### src/rtl/montgomery_pkg.sv
// Shared constants and word type for the Montgomery pipeline.
// Consumed by the result buffer and the pipeline stages.
package montgomery_pkg;

  localparam int DATA_W      = 64;
  localparam int LATENCY_DEF = 4;
  localparam int DEPTH_DEF   = 8;

  typedef logic [DATA_W-1:0] word_t;

endpackage

### src/rtl/resbuf_fifo.sv
// Result storage for montgomery_result_buffer: array, wrapping pointers
// and occupancy count with push/pop/full/empty.
module resbuf_fifo
  import montgomery_pkg::*;
#(
  parameter  int DEPTH = DEPTH_DEF,
  parameter  int DATA  = DATA_W,
  localparam int CW    = $clog2(DEPTH + 1),
  localparam int PW    = (DEPTH > 1) ? $clog2(DEPTH) : 1
) (
  input  logic            clk_i,
  input  logic            rst_i,
  input  logic            push,
  input  logic            pop,
  input  logic [DATA-1:0] wdata,
  output logic [DATA-1:0] rdata,
  output logic [CW-1:0]   count,
  output logic            full,
  output logic            empty
);

  logic [DATA-1:0] mem [DEPTH];
  logic [PW-1:0]   wr_ptr;
  logic [PW-1:0]   rd_ptr;
  logic            do_push;
  logic            do_pop;

  function automatic logic [PW-1:0] nxt(input logic [PW-1:0] p);
    return (p == PW'(DEPTH - 1)) ? '0 : p + PW'(1);
  endfunction

  assign full    = (count == CW'(DEPTH));
  assign empty   = (count == '0);
  assign do_pop  = pop && !empty;
  // A full buffer still accepts a push when the head leaves this cycle
  assign do_push = push && (!full || do_pop);
  assign rdata   = mem[rd_ptr];

  always_ff @(posedge clk_i or posedge rst_i) begin
    if (rst_i) begin
      wr_ptr <= '0;
      rd_ptr <= '0;
      count  <= '0;
      for (int i = 0; i < DEPTH; i++) mem[i] <= '0;
    end else begin
      if (do_push) begin
        mem[wr_ptr] <= wdata;
        wr_ptr      <= nxt(wr_ptr);
      end
      if (do_pop) rd_ptr <= nxt(rd_ptr);
      unique case ({do_push, do_pop})
        2'b10:   count <= count + CW'(1);
        2'b01:   count <= count - CW'(1);
        default: count <= count;
      endcase
    end
  end

endmodule

### src/rtl/montgomery_result_buffer.sv
// Credit-managed output buffer for the fixed-latency Montgomery pipeline.
// Define MONT_RESBUF_BYPASS_EN for an empty-buffer same-cycle bypass.
module montgomery_result_buffer
  import montgomery_pkg::*;
#(
  parameter  int LATENCY = LATENCY_DEF,
  parameter  int DEPTH   = DEPTH_DEF,
  parameter  int DATA    = DATA_W,
  localparam int CW      = $clog2(DEPTH + 1)
) (
  input  logic            clk_i,
  input  logic            rst_i,
  input  logic            in_valid_i,
  output logic            in_ready_o,
  output logic            issue_o,
  input  logic            pipe_valid_i,
  input  logic [DATA-1:0] pipe_data_i,
  output logic            out_valid_o,
  input  logic            out_ready_i,
  output logic [DATA-1:0] out_data_o,
  output logic [CW-1:0]   count_o,
  output logic            err_o
);

  logic [CW-1:0]   reserved;
  logic [CW-1:0]   in_flight;
  logic            idle;
  logic            pop;
  logic            f_push;
  logic            f_pop;
  logic            full;
  logic            empty;
  logic [DATA-1:0] f_rdata;

  assign in_ready_o = (reserved < CW'(DEPTH));
  assign issue_o    = in_valid_i && in_ready_o;
  assign pop        = out_valid_o && out_ready_i;
  assign in_flight  = reserved - count_o;
  // Stale pushes can leave count_o above reserved, so compare, not subtract
  assign idle       = (reserved <= count_o);

`ifdef MONT_RESBUF_BYPASS_EN
  logic bypass;
  assign bypass      = empty && pipe_valid_i;
  assign out_valid_o = !empty || pipe_valid_i;
  assign out_data_o  = empty ? pipe_data_i : f_rdata;
  assign f_pop       = pop && !empty;
  assign f_push      = pipe_valid_i && !(bypass && out_ready_i);
`else
  assign out_valid_o = !empty;
  assign out_data_o  = f_rdata;
  assign f_pop       = pop;
  assign f_push      = pipe_valid_i;
`endif

  resbuf_fifo #(
    .DEPTH (DEPTH),
    .DATA  (DATA)
  ) u_fifo (
    .clk_i (clk_i),
    .rst_i (rst_i),
    .push  (f_push),
    .pop   (f_pop),
    .wdata (pipe_data_i),
    .rdata (f_rdata),
    .count (count_o),
    .full  (full),
    .empty (empty)
  );

  always_ff @(posedge clk_i or posedge rst_i) begin
    if (rst_i) begin
      reserved <= '0;
    end else begin
      unique case ({issue_o, pop})
        2'b10:   reserved <= reserved + CW'(1);
        2'b01:   reserved <= (reserved != '0) ? reserved - CW'(1) : '0;
        default: reserved <= reserved;
      endcase
    end
  end

  always_ff @(posedge clk_i or posedge rst_i) begin
    if (rst_i) begin
      err_o <= 1'b0;
    end else if (pipe_valid_i && ((full && !f_pop) || idle)) begin
      err_o <= 1'b1;
    end
  end

  // With a well-behaved pipeline no more than LATENCY results are in flight
  always_ff @(posedge clk_i) begin
    if (!rst_i && !err_o) begin
      assert (32'(in_flight) <= LATENCY);
      assert (32'(reserved) <= DEPTH);
    end
  end

endmodule
### config.mk
export PLATFORM = sky130hd
export DESIGN_NAME = montgomery_result_buffer
export DESIGN_NICKNAME = d
export VERILOG_FILES = /design/src/rtl/montgomery_pkg.sv /design/src/rtl/resbuf_fifo.sv /design/src/rtl/montgomery_result_buffer.sv
export SDC_FILE = /design/constraint.sdc
export NUM_CORES = 1
export LEC_CHECK = 0
export CAP_MARGIN = 10
export CORE_ASPECT_RATIO = 0.9
export CORE_MARGIN = 2
export CORE_UTILIZATION = 60
export DETAILED_ROUTE_END_ITERATION = 7
export PLACE_DENSITY = 0.8
export RECOVER_POWER = 50
export SLEW_MARGIN = 20
export SYNTH_ARGS = -nofsm -noshare
export SYNTH_HDL_FRONTEND = slang
export SYNTH_HIERARCHICAL = 1
export SYNTH_SLANG_ARGS = --single-unit
### constraint.sdc
create_clock -name clk_i -period 21.4 [get_ports clk_i]
set_input_delay 4.28 -clock clk_i [delete_from_list [all_inputs] [get_ports clk_i]]
set_output_delay 4.28 -clock clk_i [all_outputs]
set_load 0.02 [all_outputs]
### Word-level counts from Yosys, hierarchy flattened

Cells that the tools add are included.

| storage, ports and cells | value |
|---|---|
| bits of input ports | 69 |
| flip-flop bits (word level) | 527 |
| output and inout port bits | 72 |

| cells by class | value |
|---|---|
| bitwise gates (word level) | 2 |
| add/sub/neg operators | 6 |
| order comparisons | 5 |
| equality and inequality tests | 7 |
| muxes and demuxes | 11 |
| reductions and logical operators | 16 |

Operators by type and width:

| cell | count |
|---|---|
| 512-bit bitwise mux | 1 |
| 64-bit binary-select mux with 3-bit select | 1 |
| 64-bit demux with 3-bit select | 1 |
| 64-bit 2-to-1 mux | 3 |
| 4-bit one-hot mux with 2 select lines | 2 |
| 4-bit by 1-bit adder with 4-bit output (second input constant) | 2 |
| 4-bit greater-or-equal comparator (second input constant) | 2 |
| 3-bit NOT with 4-bit output | 2 |
| 4-bit by 1-bit subtractor with 4-bit output (second input constant) | 2 |
| 1-bit logical AND | 7 |
| 3-bit by 1-bit adder with 3-bit output (second input constant) | 2 |
| 3-bit equality test (second input constant) | 2 |
| 3-bit 2-to-1 mux | 2 |
| 2-bit by 1-bit equality test with 1-bit output (second input constant) | 2 |
| 2-bit equality test (second input constant) | 2 |
| 4-bit equality test (second input constant) | 1 |
| 4-bit less-or-equal comparator | 1 |
| 4-bit zero test | 1 |
| 4-bit by 1-bit < comparator with 1-bit output (second input constant) | 1 |
| 4-bit < comparator (second input constant) | 1 |
| 4-bit 2-to-1 mux | 1 |
| 2-bit nonzero test | 2 |
| 4-bit nonzero test | 1 |
| 1-bit zero test | 3 |
| 1-bit logical OR | 2 |

### Longest topological paths before layout

| depth | value |
|---|---|
| depth in word-level cells | 8 |
| mapped depth | 11 |

### Cells and area by module

Netlist, hierarchy kept.

By module, submodules not included:

| module | sequential area each (sq um) | area each (sq um) | instances | cells each |
|---|---|---|---|---|
| resbuf_fifo | 13062.5 | 23891.7 | 1 | 1374 |
| montgomery_result_buffer | 125.1 | 450.4 | 1 | 57 |

### Worst setup path after synthesis

No wires, ideal clock.

| path | value |
|---|---|
| path type | input port to output port |
| start | in in_valid_i |
| end | out issue_o |
| path buffers | 0 |
| stages on the path | 2 |
| path slack | 12.642 ns |
| arrival time | 4.478 ns |
| cell sequence | nand2_1 > inv_1 |

| on the way | value |
|---|---|
| longest elaborated chain between the ends | 1 |

Ends and longest elaborated chain:

| item | line | RTL |
|---|---|---|
| start: declaration | montgomery_result_buffer.sv:13 | `input logic in_valid_i,` |
| 1-bit logical AND | montgomery_result_buffer.sv:36 | `assign issue_o = in_valid_i && in_ready_o;` |
| end: declaration | montgomery_result_buffer.sv:15 | `output logic issue_o,` |

Every way passes these cells.

==> key figures <==
Run status
  – Status: complete, but fails checks
  – Failing checks: capacitance limit, slew limit

Clock tree
  – CTS Hold Bufs: 0
  – CTS Buffer Depth: 3
  – Clk sinks: 527
  – CTS tree: yes
  – Worst skew pair latency: 600 ps
  – CTS buffer count: 52
  – PostCTS Resize Cnt: 0
  – Post-CTS Setup Inserts: 0
  – H-tree levels: 2
  – CTS root buf: clkbuf_16
  – CTS clk-pin slew, worst paths: approximately 60 ps

Yosys
  – Count leader, synth: dfrtp_1
  – Mapped Nets: 1515
  – Async SR Flop Fraction: 100%
  – Largest family of logic cells by synthesized area: multiplexers
  – Post-synthesis mux area share: 39.7%
  – Number of flops mapped to enable cells by yosys: 0
  – Yosys top cell area share: 54.2%
  – Distinct cells, synth: 48
  – Fraction of the mapped netlist area in compound gates: 1.48%
  – Dominant cell type by area after synthesis: dfrtp_1
  – Top_reg_cell synth: dfrtp_1
  – Post-Syn Area: 24300 sq um
  – Yosys Warn Count: 6
  – Post-Synth Adder-Cell Area: 0.802%
  – Mapped Cells: between 1000 and 1500
  – Avg Inst Size Synth: approximately 17 sq um
  – Xor and xnor area share after synthesis: 0.0720%
  – Synth area leaders: dfrtp_1 54%, mux2_2 23%, mux4_2 12%
  – Sequential area share after synthesis: 54.2%
  – Yosys reg bits: about 530
  – Post-synth top cells: 527 x dfrtp_1, 501 x mux2_2, 128 x mux4_2
  – Simple logic cell fraction of the synthesized area: 0.781%

Pwr
  – Combinational share of power: between 40% and 50%
  – PD cells: roughly 180 nW/um^2
  – Leak: 11.8 nW
  – Maximum VDD drop: 0.103 mV
  – Switching pwr: 1.53 mW
  – Pint: 3.31 mW
  – Switching Fraction: 31.7%
  – Power share of the clock group: 18.2%
  – Seq pwr share: between 30% and 40%

Cells and area
  – Area Growth Syn to Fin: 13.1%
  – Final layout net count: 1639
  – Final core occ: 69.4%
  – Final Cell Area: 27500 sq um
  – Share of layout cells above drive strength 1: 49.7%

Route
  – DRC: 0
  – Routed vias/inst: roughly 6.0
  – Initial DRT Pass Iterations: 4
  – Final wirelength: 49.0 mm
  – Routed length per instance: 23.0 microns
  – DR iter-0 viols: 635
  – Routed via count: 12800
  – Post-route ant nets: 0

Placed design
  – GPL Wtd Cong: 0.740
  – Post-DP Area: 25900 sq um
  – Port bufs: 140
  – Detailed Place HPWL: 27.2 mm
  – Pre-CTS setup slack: 11680 ps

Setup path
  – CP max stage cell: clkinvlp_2
  – Worst Path Buf+Inv: 4
  – CP Cell Sequence: dlygate4sd3_1 > clkinvlp_2 > clkbuf_1 > buf_4
  – CP required: 21980 ps
  – CP Launch Type: input pin
  – Kind of critical path: in -> async
  – Slowest stage delay, CP: 3750 ps
  – Critical Path End Type: async pin
  – Biggest fanout along the worst timing path: between 150 and 200
  – Critical path's top delay family: buffers and inverters
  – Crit path arrival time: 12830 ps

Global route
  – GRT overflow: 0
  – Initial antenna violation count: 3
  – First-pass GRT wire length: 78.9 mm
  – Largest net degree at the start of global routing: 158
  – Vias in the first global route: 14000
  – Gr usage total: between 20 and 25%

Timing
  – Final setup violation count: 0
  – Fin crit period: ~12000 ps
  – Pins Over Slew Limit: 657
  – Fin crit share: between 50% and 60%
  – FMAX: 0.0816 GHz
  – RSZ-0062 raised after global routing: no
  – Setup ws final: 9150 ps
  – Setup TNS: 0 ps
  – Rel. slew slack: -358%
  – Setup Skew: 19.9 ps
  – Worst-margin pin slew: 6830 ps
  – Final hold viol count: 0

Floorplanning
  – Boundary Pins: 141
  – Core box area: 39700 sq um
  – Initial Util: a little over 60%
  – Die H: between 150 and 200 microns
  – Cell Rows: 69
  – Die W: 216 microns
  – Die Area: 42200 sq um

Job
  – Maxcap violations: 13

Hold path
  – Min-delay worst type: reg -> reg
==> kinds of logic after synthesis <==
logic type,after synthesis
muxes,711
DFF,527
buffers and inverters,110
AOI/OAI and AO/OA,34
and+or+nand+nor,32
adders and majority gates,15
xor gates and xnor gates,2
==> per-layer routing <==
layer	share of wire, %	vias to the layer above	GRT usage, %
li1	-	5644	-
met1	45	6925	34.5
met2	49	215	38.6
met3	4.6	56	4.74
met4	1.6	2	5.48
met5	0.020	-	0
==> worst register-to-register path: stages, from the launching register on <==
cell       delay (ps)
dfrtp_1           490
nor4_1            350
nor2b_1           370
o2111ai_4         300
clkbuf_1         1480
buf_4             800
mux2_2            480
==> sequential cells by signal, summed over array words and instances, names as in the netlist <==
signal,count
u_fifo/mem,512
reserved,4
u_fifo/count,4
u_fifo/rd_ptr,3
u_fifo/wr_ptr,3
err_o,1
==> worst paths after layout <==
path	slack [ps]	endpoint	cells past startpoint	start
worst max-delay path	9150	u_fifo/mem[289]	4	rst_i
worst min-delay path	490	u_fifo/mem[215]	1	u_fifo/mem[215]
worst max register to register	17010	u_fifo/mem[348]	6	u_fifo/count[0]
worst min register to register	490	u_fifo/mem[215]	1	u_fifo/mem[215]
max in group clk_i	11680	issue_o	4	in_valid_i
min in group asynchronous	4070	reserved[0]	2	rst_i
==> cell usage in the layout (no fill, tap or decap), types with 3 or more instances in the layout <==
cell type,n
dfrtp_1,524
mux2_2,501
clkdlybuf4s50_1,133
mux4_2,128
mux2_4,60
clkbuf_16,53
clkbuf_1,24
mux2_1,21
inv_1,17
ha_1,14
clkbuf_8,11
buf_4,10
clkinv_2,8
dlygate4sd3_1,7
nor2_1,6
a21oi_1,6
nor2b_1,6
o21ai_0,6
nand2_1,5
diode_2,4
o2111ai_4,4
o211ai_1,3
nand3_1,3
nor3b_1,3
dfrtp_4,3
==> final cells by class <==
type	instances	area, sq um
Antenna cell	4	10.0
Multi-Input combinational cell	794	10400
Timing Repair Buffer	162	1560
Inverter	18	68.8
Clock buffer	78	1530
Fill cell	2621	12200
Clock inverter	12	98.8
Sequential cell	527	13200
Tap cell	532	666
==> power by group through the flow <==
stage / registers (mW) / logic, mW / clock network (mW)
after floorplan: 1.69 / 1.65 / 0
after global routing: 1.88 / 2.29 / 0.938
after CTS: 1.81 / 2.17 / 0.899
after global placement: 1.78 / 2.11 / 0
after detailed placement: 1.82 / 2.16 / 0
final: 1.81 / 2.15 / 0.878
==> per-stage QoR <==
stage          instances  total power, mW  hold slack, ps
2_1_floorplan       1431             3.34             459
3_3_place_gp        2032             3.89             468
3_5_place_dp        2032             3.98             477
4_1_cts             2122             4.88             493
5_1_grt             2124             5.10             506
6_report            2127             4.84             487
(Power assumes the default switching activity.)
